[config.mk]
export PLATFORM = sky130hd
export DESIGN_NAME = vga_timing_gen
export DESIGN_NICKNAME = d
export VERILOG_FILES = /design/src/rtl/vga_timing_gen.sv
export SDC_FILE = /design/constraint.sdc
export NUM_CORES = 1
export LEC_CHECK = 0
export CAP_MARGIN = 20
export CORE_AREA = 2 2 82 84
export DETAILED_ROUTE_END_ITERATION = 12
export DIE_AREA = 0 0 84 86
export PLACE_DENSITY = 0.81
export SETUP_SLACK_MARGIN = 0.5
export SYNTH_ARGS = -nofsm -noshare
export SYNTH_HDL_FRONTEND = slang
export SYNTH_SLANG_ARGS = --single-unit
[constraint.sdc]
create_clock -name vga_clk -period 3.5 [get_ports vga_clk]
set_input_delay 0.875 -clock vga_clk [delete_from_list [all_inputs] [get_ports vga_clk]]
set_output_delay 0.875 -clock vga_clk [all_outputs]
set_load 0.02 [all_outputs]
[src/rtl/vga_timing_gen.sv]
// Raster timing for a 640x480@60 style display: pixel/line counters, sync, blank and frame strobes.
// Every output is registered from next-state values, so all of them line up with DrawX/DrawY.
module vga_timing_gen #(
  parameter int unsigned H_ACTIVE    = 640,
  parameter int unsigned H_FP        = 16,
  parameter int unsigned H_SYNC      = 96,
  parameter int unsigned H_BP        = 48,
  parameter int unsigned V_ACTIVE    = 480,
  parameter int unsigned V_FP        = 10,
  parameter int unsigned V_SYNC      = 2,
  parameter int unsigned V_BP        = 33,
  parameter logic        SYNC_ACTIVE = 1'b0
) (
  input  logic        vga_clk,
  input  logic        reset,
  output logic        hs,
  output logic        vs,
  output logic        blank,
  output logic [9:0]  DrawX,
  output logic [9:0]  DrawY,
  output logic        line_start,
  output logic        frame_start,
  output logic [15:0] frame_count
);

  localparam int unsigned H_TOTAL = H_ACTIVE + H_FP + H_SYNC + H_BP;
  localparam int unsigned V_TOTAL = V_ACTIVE + V_FP + V_SYNC + V_BP;

  localparam logic [9:0] H_FRONT_AT = 10'(H_ACTIVE);
  localparam logic [9:0] H_SYNC_AT  = 10'(H_ACTIVE + H_FP);
  localparam logic [9:0] H_BACK_AT  = 10'(H_ACTIVE + H_FP + H_SYNC);
  localparam logic [9:0] H_LAST     = 10'(H_TOTAL - 1);
  localparam logic [9:0] V_FRONT_AT = 10'(V_ACTIVE);
  localparam logic [9:0] V_SYNC_AT  = 10'(V_ACTIVE + V_FP);
  localparam logic [9:0] V_BACK_AT  = 10'(V_ACTIVE + V_FP + V_SYNC);
  localparam logic [9:0] V_LAST     = 10'(V_TOTAL - 1);

  typedef enum logic [1:0] {StDisp, StFront, StSync, StBack} phase_e;

  phase_e      h_state_q, h_state_d, v_state_q, v_state_d;
  logic [9:0]  h_cnt_q, h_cnt_d, v_cnt_q, v_cnt_d;
  logic        h_wrap;
  logic        line_start_d, frame_start_d;
  logic [15:0] frame_count_d;

  logic        hs_q, vs_q, blank_q, line_start_q, frame_start_q;
  logic [9:0]  draw_x_q, draw_y_q;
  logic [15:0] frame_count_q;

  always_comb begin
    h_wrap  = (h_cnt_q == H_LAST);
    h_cnt_d = h_wrap ? 10'd0 : h_cnt_q + 10'd1;
    v_cnt_d = v_cnt_q;
    if (h_wrap) v_cnt_d = (v_cnt_q == V_LAST) ? 10'd0 : v_cnt_q + 10'd1;

    h_state_d = h_state_q;
    unique case (h_state_q)
      StDisp:  if (h_cnt_d == H_FRONT_AT) h_state_d = StFront;
      StFront: if (h_cnt_d == H_SYNC_AT)  h_state_d = StSync;
      StSync:  if (h_cnt_d == H_BACK_AT)  h_state_d = StBack;
      StBack:  if (h_cnt_d == 10'd0)      h_state_d = StDisp;
    endcase

    // Vertical phase only moves on the horizontal wrap.
    v_state_d = v_state_q;
    if (h_wrap) begin
      unique case (v_state_q)
        StDisp:  if (v_cnt_d == V_FRONT_AT) v_state_d = StFront;
        StFront: if (v_cnt_d == V_SYNC_AT)  v_state_d = StSync;
        StSync:  if (v_cnt_d == V_BACK_AT)  v_state_d = StBack;
        StBack:  if (v_cnt_d == 10'd0)      v_state_d = StDisp;
      endcase
    end

    line_start_d  = (h_cnt_d == 10'd0);
    frame_start_d = line_start_d && (v_cnt_d == 10'd0);
    frame_count_d = frame_start_d ? frame_count_q + 16'd1 : frame_count_q;
  end

  always_ff @(posedge vga_clk or posedge reset) begin
    if (reset) begin
      h_cnt_q       <= H_LAST;
      v_cnt_q       <= V_LAST;
      h_state_q     <= StBack;
      v_state_q     <= StBack;
      draw_x_q      <= '0;
      draw_y_q      <= '0;
      blank_q       <= 1'b0;
      hs_q          <= ~SYNC_ACTIVE;
      vs_q          <= ~SYNC_ACTIVE;
      line_start_q  <= 1'b0;
      frame_start_q <= 1'b0;
      frame_count_q <= '0;
    end else begin
      h_cnt_q       <= h_cnt_d;
      v_cnt_q       <= v_cnt_d;
      h_state_q     <= h_state_d;
      v_state_q     <= v_state_d;
      draw_x_q      <= h_cnt_d;
      draw_y_q      <= v_cnt_d;
      blank_q       <= (h_state_d == StDisp) && (v_state_d == StDisp);
      hs_q          <= (h_state_d == StSync) ? SYNC_ACTIVE : ~SYNC_ACTIVE;
      vs_q          <= (v_state_d == StSync) ? SYNC_ACTIVE : ~SYNC_ACTIVE;
      line_start_q  <= line_start_d;
      frame_start_q <= frame_start_d;
      frame_count_q <= frame_count_d;
    end
  end

  assign hs          = hs_q;
  assign vs          = vs_q;
  assign blank       = blank_q;
  assign DrawX       = draw_x_q;
  assign DrawY       = draw_y_q;
  assign line_start  = line_start_q;
  assign frame_start = frame_start_q;
  assign frame_count = frame_count_q;

endmodule

==> results, run 1 <==
- The synthesized flop and latch total is 55.
- The die height is 86 um.
- The max-cap violation count is 0.
- Counting along the longest clock path gives a buffer depth of 2.
- The horizontal die dimension is 84 um.
- Sequential elements use 45.6% of the synthesized area.
- The share of Yosys cell area claimed by the top area cell type is 31.9%.
- For this run, the detailed router's first-pass iteration total came to 4.
- Yosys attributes the largest share of cell area to dfrtp_1, dfstp_2, xnor2_1.
- The floorplan has 29 rows.
- Summed over all failing endpoints, the final setup total negative slack is 0 ns.
- The final max-slew violation count is 0.
- The maximum vdd ir drop is 0.235 mV.
- The run finished with clean final reports.
- The startpoint identified for the worst hold timing path is frame_count[15].
- The final antenna-violating net count is 0.
- 0 antenna diodes ended up in the layout.
- Counting instances, the worst hold path has a depth of 1.
- The die covers 7220 um2.
- The final clock skew is 0.00499 ns.
- 43 I/O pins were placed.
- Power spread over the standard cell area amounts to 279 nW/um2.
- The worst register-to-register path begins at h_cnt_q[0].
- Summed over all cells, the static leakage comes to 1.45 nW.
- The worst relative slew slack is 55.7%.
- The maximum number of pins on one net before global-route repair is 56.
- At the later pin of the worst-skew pair, clock insertion delay measures 0.30 ns.
- The count of unique library cells instantiated by Yosys is 69.
- For this run, the post-layout net count is 317.
- Dividing the detail-routed via count by the number of cells gives 5.81.
- The biggest area contributor in the post-synthesis netlist is dfrtp_1.
- Of the cells placed in the final design, the portion with a size suffix greater than 1 is 17.3%.
- In this run, post-CTS hold repair placed 0 buffers.
- After clock tree synthesis, the clock-pin slew on the worst setup and hold paths is 0.10 ns.
- The detailed placer's ending HPWL is 4460 um.
- The total overflow reported by the global router is 0.
- For this run, the number of Yosys warnings is 0.
- The initial antenna violation count is 0.
- The area of the placeable core is 6280 um2.
- The kind of launch point of the worst setup path is a register.
- The shortest period the worst path allows is 2.87 ns.
- The tree is rooted in a clkbuf_8.
- The total global-route track usage is 18.3%.
- The endpoint of the worst register-to-register path is frame_count[1].
- The critical path starts at h_cnt_q[0].
- Of all nets on the critical path, the largest fanout is 15.
- The tightest min-delay check is of the reg -> reg type.
- The maximum frequency from static timing analysis is 0.349 GHz.
- The clock tree synthesis step divided the H-tree into 2 levels.
- The setup slack after placement is 0.455 ns.
- The number of hold violations in the final report is 0.
- The post-synthesis instance total is 283.
- Sorting the synthesized cells by how often they occur yields dfrtp_1, xnor2_1, nand2_1, dfstp_2, nand3_1.
- In the final routed layout, each cell accounts on average for 16.1 um.
- The wire length after detailed routing is 6280 um.
- STA classifies the critical path endpoint as a register.
- The number of I/O port buffers is 42.
- Setup repair after global routing left no endpoint under its margin.
- The global placer's final weighted congestion is 0.849.
- The total via count after detailed routing is 2259.
- Clock tree synthesis found a total of 55 sinks.
- The first global-routing pass estimated 10700 um of wire.
- Counting every net in the synthesized netlist gives 289.
- The final critical path takes up 82.0% of the cycle.
- By instance count, the leading cell after synthesis is dfrtp_1.
- The endpoint with the worst hold slack is frame_count[15].
- Once layout is complete, the utilization of the core stands at 56.6%.
- In this run, CTS created clock tree buffers numbering 5.
- Of all flip-flops after synthesis, the portion carrying an async set or reset was 100%.
- Data arrives at the worst endpoint at 3.06 ns.
- The worst register-to-register path has a depth of 8.
- Once the floorplan was initialized, standard cells occupied 48.8% of the core.
- Data on the critical path is required at its endpoint by 3.69 ns.
- TritonCTS built the clock tree.
- Summing every instance area after synthesis gives 3060 um2.
- The number of global-route vias before repair came to 2166.
- Final hold analysis gives a worst-case slack of 0.479 ns.
- The path type of the worst setup path is reg -> reg.
- The post-route worst setup slack is 0.631 ns.
- The synthesized design contains 0 enable-type register cells.
- The final routed DRC violation total is 0.
- Dividing the synthesized area by the synthesized cell count gives 10.8 um2.
- The slew at the pin closest to its max-slew limit is 0.665 ns.
- The final setup violation count is 0.
- The starting DRC count in detailed routing is 180.
- The area added between synthesis and finish is 15.9%.
- The total design power is 0.992 mW.
- The register-to-register setup slack is 0.63 ns.
- The most used flip-flop cell after synthesis is dfrtp_1.
## state kept, by name, summed over array words and instances (netlist names)
signal       cells
frame_count     16
frame_start      1
blank            1
DrawX           10
h_cnt_q          7
h_state_q        2
vs               1
DrawY           10
v_state_q        2
v_cnt_q          3
line_start       1
hs               1
## kinds of logic (layout without fill, tap and decap cells)
kind of cell    after synthesis  after routing  synth area share (%)
simple gates                112            112                  24.8
flops                        55             55                  45.6
fa+ha+maj                     4              4                  1.63
mux                           3              3                  1.02
buf+inv                      38             67                  7.11
compound gates               43             43                  11.8
xor+xnor                     28             28                  8.01
## power breakdown
group	total, mW	switching [mW]	internal (mW)
logic	0.0136	0.0118	0.00181
clock network	0.343	0.198	0.145
registers	0.636	0	0.636
total	0.992	0.210	0.783
## per-stage QoR
| stage | std cells | area, um2 |
|---|---|---|
| CTS | 388 | 3520 |
| finish | 389 | 3550 |
| detailed placement | 380 | 3430 |
| floorplan | 283 | 3060 |
| global route | 389 | 3550 |
| global placement | 380 | 3430 |
## metal layers
metal	up-vias	routed length, um	track usage (%)
met5	-	0	0
met4	0	91	7.62
met3	6	242	2.50
met2	60	3030	29.2
met1	1115	2910	25.3
li1	1078	-	-
## critical path, stage by stage (launching register included)
cell and delay, ns:
dfstp_2 0.59, ha_2 0.26, and4_1 0.30, o21ai_2 0.10
a2111oi_4 0.42, nand4b_4 0.22, nor4_4 0.32, buf_6 0.20
mux2_2 0.35
## layout make-up
cell class	instances	area (um2)
Fill cell	518	2730
Multi-Input combinational cell	190	1470
Sequential cell	55	1400
Timing Repair Buffer	46	454
Tap cell	77	96.3
Clock buffer	7	76.3
Inverter	13	48.8
Clock inverter	1	8.76
## worst max-delay path by stage
stage | endpoint | slack [ns]
after detailed placement | blank | 0.46
after floorplan | blank | 0.75
after global routing | blank | 0.47
after CTS | blank | 0.50
final | frame_count[1] | 0.63
after global placement | blank | 0.61
## layout by cell type, fill, tap and decap left out, types with 4 or more instances in the layout
cell type / instances
nor3_1: 4
dfstp_2: 16
clkdlybuf4s50_1: 42
nor4_1: 4
nor2_1: 10
xor2_1: 6
and3_1: 9
inv_1: 12
nand3_1: 14
xnor2_1: 22
nand4_1: 10
and4_1: 7
dfrtp_1: 38
o21ai_0: 7
clkbuf_8: 5
nand2_1: 20
## repair_timing
item,4_1_cts,5_1_grt
gates resized for setup,1,6
buffers inserted,0,1
hold endpoints to repair,0,0
endpoints found under the setup margin,3,18
pin swaps,1,2
gates cloned,0,0
No activity file was read; power rests on OpenSTA's default activity.
==> run 2, diff against run 1 <==
CORE_AREA = 2 2 83 85   (was 2 2 82 84)
DIE_AREA = 0 0 85 87   (was 0 0 84 86)
PLACE_DENSITY = 0.82   (was 0.81)
clock period = 2.5 ns   (was 3.5 ns; I/O delays follow)
==> run 2 against run 1 <==
  * The run now ends with negative setup slack left
  * Register-to-register slack got worse by 0.93 ns
  * Power rose by 46%
  * Cell count is 15% higher
  * Combinational power is 77% higher
  * First-iteration DRC count rose by 22%
  * Die area up 2.4%
  * Count of clock-buffer cells in the layout is 2 lower
  * Critical path type unchanged
  * Critical endpoint is now blank
  * Largest cell class unchanged
  * Largest power group unchanged
==> results, run 2 (synthesized netlist as in run 1, its figures left out) <==
- The via count normalized by instance count is 5.72.
- The initial antenna violation count is 0.
- The buffer depth of the longest clock path is 2.
- 0 antenna diodes ended up in the layout.
- Of all nets on the critical path, the largest fanout is 3.
- The proportion of power drawn by combinational gates is 1.7%.
- The number of I/O pins is 43.
- The final setup violation count is 20.
- Power spread over the standard cell area amounts to 350 nW/um2.
- The die covers 7400 um2.
- At the end of routability-driven placement, the weighted congestion stood at 0.939.
- Relative to the synthesized area, the layout overhead comes to 35.6%.
- Entering global routing, the biggest net connects 28 pins.
- Setup repair after global routing could not meet its margin everywhere.
- The worst relative slew slack is 58.3%.
- The path type of the worst setup path is reg -> reg.
- The number of global-route vias before repair is 2514.
- The internal power of the cells is 1.11 mW.
- The routed design has 7840 um of wire.
- The tightest min-delay check is of the reg -> reg type.
- The final reports fail on negative setup slack.
- The kind of launch point of the worst setup path is a register.
- The setup slack after placement is -0.204 ns.
- In this run the number of H-tree levels came out at 2.
- The net load switching power is 0.343 mW.
- The slew at the pin closest to its max-slew limit is 0.619 ns.
- The run finished, with violations left.
- Global routing finished with a remaining overflow of 0.
- The post-route worst setup slack is -0.298 ns.
- The final antenna-violating net count is 0.
- In the global route stage, overall resource usage came out at 21.2%.
- The initial standard-cell utilization of the core is 46.6%.
- The final max-slew violation count came to 0.
- Across the whole layout, storage elements account for 1400 um2.
- After routing, the total negative slack on setup checks comes to -2.22 ns.
- After floorplanning, the core was divided into 30 placement rows.
- The critical path capture point type is a register.
- STA puts the critical path data arrival time at 3.04 ns.
- After the last flow step, the layout net total stands at 372.
- Clock tree synthesis inserted a total of 5 buffers.
- In the layout the commonest cells are buf_4, dfrtp_1, xnor2_1, dlygate4sd2_1, nand2_1.
- The horizontal die dimension is 85 um.
- The wire length of the first global-routing pass is 12500 um.
- For this run, the top clock speed supported by timing is 0.357 GHz.
- At the later pin of the worst-skew pair, clock insertion delay measures 0.32 ns.
- The number of detailed-route iterations in the first pass is 5.
- Max-cap violations in this run came to 0.
- The library cell used most frequently in the layout, excluding fill and tap cells, is buf_4.
- Across the routed clock network, the largest skew measured is 0.0134 ns.
- The clock slew at the register clock pins of the worst setup and hold paths is 0.12 ns.
- The TritonCTS sink count is 55.
- The number of flip-flops in the largest register is 16.
- The buffer type at the clock tree root is clkbuf_8.
- The shortest period the worst path allows is 2.80 ns.
- The total via count after detailed routing is 2558.
- In the finished design, the share of the clock period the worst path needs comes to 112%.
- The number of hold violations in the final report was 0.
- The net switching share of the total power is 23.7%.
- Dividing the detail-routed wire length by the instance count gives 17.5 um.
- Buffers placed on the I/O ports in this run total 42.
- Once detailed placement completed, the half-perimeter wirelength came to 5420 um.
- The final routed DRC violation total is 0.
- The fraction of final layout cells sized beyond drive strength 1 is 35.1%.
- The maximum vdd ir drop is 0.273 mV.
- The leakage power is 1.95 nW.
- Data on the critical path is required at its endpoint by 2.74 ns.
- The worst slack on hold paths is 0.483 ns.
- The portion of total power attributed to the clock network is 37.0%.
- The starting DRC count in detailed routing is 220.
- TritonCTS built the clock tree.
- The die is 87 um tall.
- Summing all multi-input logic gate instances after layout gives 1610 um2.
- Registers are responsible for 61.3% of the overall power.
- The area of the placeable core is 6570 um2.
- After filler insertion, the fill cell instance count of the layout stands at 471.
## run 2: worst paths after layout
path                       depth (start not counted)         endpoint  slack (ns)             from
hold reg to reg                                    1  frame_count[15]        0.48  frame_count[15]
hold / removal                                     1  frame_count[15]        0.48  frame_count[15]
min in group asynchronous                          2       line_start        0.55            reset
setup / recovery                                   8            blank       -0.30         DrawX[5]
max in group asynchronous                          3       h_cnt_q[8]        1.35            reset
setup reg to reg                                   8            blank       -0.30         DrawX[5]
## run 2: power groups by stage
stage | logic (mW) | registers (mW) | clock network (mW)
5_1_grt | 0.0277 | 0.891 | 0.580
6_report | 0.0241 | 0.891 | 0.537
3_3_place_gp | 0.0242 | 0.907 | 0
2_1_floorplan | 0.0128 | 0.907 | 0
4_1_cts | 0.0253 | 0.891 | 0.549
3_5_place_dp | 0.0252 | 0.907 | 0
## run 2: worst max-delay path: stages, from the launching register on
cell and delay, ns:
dfrtp_1 0.44, buf_4 0.15, or4b_1 0.54, nor4_1 0.49, xor2_1 0.18, and3b_1 0.25, and4b_2 0.27, a31o_4 0.26
a211oi_2 0.15
## run 2: area by class of cell
class | instances | area share [%]
multi-input combinational | 190 | 38.9
sequential | 55 | 33.6
timing repair buffer | 101 | 21.6
tap | 80 | 2.41
clock buffer | 5 | 1.66
inverter | 13 | 1.17
clock inverter | 3 | 0.693
## run 2: layer usage
metal	global-route usage [%]	wire, um
met5	0	0
met4	7.22	150
met3	3.41	408
met2	35.7	3900
met1	27.9	3380
## run 2: metrics by stage
step	util, %	instances	power, mW	cell area [um2]
finish	63.2	447	1.45	4150
global route	63.2	447	1.50	4150
CTS	61.2	442	1.46	4020
floorplan	-	283	0.920	3110
global placement	59.2	432	0.931	3890
detailed placement	59.2	432	0.932	3890
## run 2: what timing repair did
item	CTS	global route
hold buffers	0	0
pin swaps	6	12
setup buffers	2	5
endpoints found under the setup margin	47	33
endpoints found under the hold margin	0	0
resized for setup	35	21
==> run 3, diff against run 2 <==
--- a/config.mk
+++ b/config.mk
@@ -7,8 +7,10 @@
 export LEC_CHECK = 0
 export CAP_MARGIN = 20
-export CORE_AREA = 2 2 83 85
+export CELL_PAD_IN_SITES_DETAIL_PLACEMENT = 1
+export CELL_PAD_IN_SITES_GLOBAL_PLACEMENT = 1
+export CORE_AREA = 2 2 92 94
 export DETAILED_ROUTE_END_ITERATION = 12
-export DIE_AREA = 0 0 85 87
-export PLACE_DENSITY = 0.82
+export DIE_AREA = 0 0 94 96
+export PLACE_DENSITY = 0.84
 export SETUP_SLACK_MARGIN = 0.5
 export SYNTH_ARGS = -nofsm -noshare
==> constraint.sdc (replaced) <==
create_clock -name vga_clk -period 2.5 [get_ports vga_clk]
set_input_delay 0.25 -clock vga_clk [delete_from_list [all_inputs] [get_ports vga_clk]]
set_output_delay 0.25 -clock vga_clk [all_outputs]
set_load 0.02 [all_outputs]
==> run 3 against run 2 <==
  * Maximum frequency down 5.8%
  * Die area up 22%
  * Register-to-register slack worse by 0.17 ns
  * Core utilization is 10 points lower
  * Critical path depth up 3
  * Global-route usage fell by 0.35 points
  * The flow still finishes with violations (negative setup slack)
  * First-iteration DRC count decreased by 34%
  * Cell area rose by 3.0%
  * Via count up 4.5%
  * Sequential share of layout area is 0.96 points lower
==> results, run 3 (synthesized netlist as in run 1, its figures left out) <==
- The run finished, with violations left.
- The checks that failed: negative setup slack.
- Leaving out fill and tap cells, the most frequent cells in the layout are buf_4, clkdlybuf4s50_1, dfrtp_1.
- STA puts the critical path data required time at 2.70 ns.
- The H-tree was split into 2 levels.
- The final critical-path share of the clock period is 119%.
- The worst setup path is launched from a register.
- The final antenna-violating net count is 0.
- The buffer depth of the longest clock path is 2.
- The clock buffer count from CTS is 5.
- The die covers 9020 um2.
- The starting DRC count in detailed routing is 145.
- The worst-case IR drop observed on VDD is 0.230 mV.
- After layout, the worst setup slack is -0.469 ns.
- STA classifies the critical path endpoint as a register.
- The smallest clock period supported by the final layout is computed as 2.97 ns.
- The share of the core filled with cells in the final layout is 53.1%.
- The horizontal die dimension is 94 um.
- The initial standard-cell utilization of the core is 38.0%.
- For the pin with the worst max-slew slack, the measured transition is 0.456 ns.
- The buffer type at the clock tree root is clkbuf_8.
- The highest net fanout along the worst path is 8.
- The first TritonRoute pass finished after 4 iterations.
- The endpoint of the worst register-to-register path is frame_count[11].
- Clock latency on the worst-skew pair, taken at its later pin, is 0.32 ns.
- Among the stages of the critical path, the cell type that occurs most often is buf_4.
- At the end of routability-driven placement, the weighted congestion stood at 0.963.
- The final setup violation count is 21.
- The net count of the finished layout is 374.
- The register-to-register setup slack is -0.47 ns.
- The final routed DRC violation total is 0.
- Row generation in the floorplan step produced 33 rows.
- The first global-routing pass estimated 14700 um of wire.
- The number of I/O port buffers is 42.
- The tightest min-delay check is of the in -> async type.
- The largest individual stage delay along the critical path comes from the cell dfstp_2.
- Once layout is done, the placed cells without fillers occupy 4280 um2.
- In this run the critical register-to-register path is launched from h_cnt_q[1].
- The area added between synthesis and finish is 39.6%.
- The leading cell type in the layout, fill and taps excluded is buf_4.
- In the global route stage, overall resource usage came out at 20.9%.
- The power density over the cells is 340 nW/um2.
- Based on the critical path, the design can be clocked at up to 0.337 GHz.
- Setup total negative slack on the finished layout was measured at -7.17 ns.
- The detailed placer's ending HPWL is 6180 um.
- Walking the worst path, the cells encountered are ha_4 -> and3_4 -> nand3_4 -> o32ai_1 -> buf_4 -> nand3b_4 -> nor4_4 -> buf_4 -> buf_12 -> nand4_1 -> xnor2_2.
- The die height is 96 um.
- After floorplanning, the core was sized to cover 8050 um2.
- Setup repair after global routing could not meet its margin everywhere.
- The via count normalized by instance count is 5.65.
- The max-cap violation count is 0.
- The initial antenna violation count is 0.
- 0 antenna diodes ended up in the layout.
- The mean routed wirelength per cell is 22.4 um.
- The total overflow reported by the global router is 0.
- The number of global-route vias before repair is 2811.
- The TritonCTS clock tree is done.
- The filler-free cell count of the finished design is 473.
- The clock arrives with 0.00623 ns of skew.
- In the final layout, the share of cells above drive strength 1 is 37.2%.
- The final max-slew violation count is 0.
- The maximum number of pins on one net before global-route repair is 21.
- The clock slew at the register clock pins of the worst setup and hold paths is 0.10 ns.
- The total via count after detailed routing is 2672.
- The number of flip-flops in the largest register is 16.
- At the worst endpoint, the arrival time is 3.17 ns.
- The analysis attributes to cell leakage a power of 1.86 nW.
- The TritonCTS sink count is 55.
- The number of hold violations in the final report was 0.
- Pin placement for this block handled 43 I/O pins.
- Measured against its own limit, the worst slew margin works out to 69.6%.
- The routed design has 10600 um of wire.
- On the worst path, the slowest cell contributes a delay of 0.58 ns.
- The path type of the worst setup path is reg -> reg.
- The cell depth of the worst flop-to-flop path is 11.
- Summing all placed instances gives a cell area of 3870 um2.
- The post-placement cell count is 454.
==> run 3: layer usage <==
metal	part of all wire, %	up-vias	global-route usage [%]
met5	0	-	0
met4	1.6	0	7.25
met3	2.6	13	3.13
met2	54	72	35.6
met1	42	1401	27.2
li1	-	1186	-
==> run 3: stage by stage <==
stage / worst slack [ns] / power [mW] / hold WS, ns
floorplan: -0.107 / 0.920 / 0.508
CTS: -0.168 / 1.45 / 0.270
global placement: -0.178 / 0.929 / 0.465
global route: -0.541 / 1.50 / 0.281
detailed placement: -0.171 / 0.930 / 0.486
finish: -0.469 / 1.45 / 0.248
==> run 3: power breakdown <==
| group | switching (mW) | total (mW) | internal [mW] |
|---|---|---|---|
| logic | 0.0187 | 0.0223 | 0.00354 |
| registers | 0 | 0.891 | 0.891 |
| clock network | 0.315 | 0.540 | 0.224 |
| total | 0.334 | 1.45 | 1.12 |
==> run 3: repair_timing <==
item,CTS,global route
pin swaps,6,13
setup endpoints to repair,25,28
resized for setup,19,21
gates cloned,0,1
buffers inserted,5,6
hold buffers,0,0
==> run 3: final cells by class <==
cell class,instances,area [um2]
clock buffer,6,82.6
multi-input combinational,190,1690
timing repair buffer,103,916
tap,105,131
inverter,13,48.8
fill,877,3770
clock inverter,1,8.76
sequential,55,1400
==> run 3: worst max-delay path by stage <==
stage / from / endpoint / slack, ns / depth (start not counted)
after floorplan: DrawX[6] / blank / -0.11 / 9
after global placement: h_cnt_q[1] / frame_count[1] / -0.18 / 9
after detailed placement: h_cnt_q[1] / blank / -0.17 / 9
after CTS: h_cnt_q[0] / vs / -0.17 / 9
after global routing: h_cnt_q[1] / frame_count[11] / -0.54 / 11
final: h_cnt_q[1] / frame_count[11] / -0.47 / 11
==> run 3: critical path, delay by kind of cell, from the launching register on <==
family	cells	cell delay [ns]
flip-flops	1	0.58
AO/OA/AOI/OAI	1	0.46
buffers and inverters	3	0.51
XOR/XNOR	1	0.20
adder cells (fa/ha/maj)	1	0.18
AND/OR/NAND/NOR	5	0.91
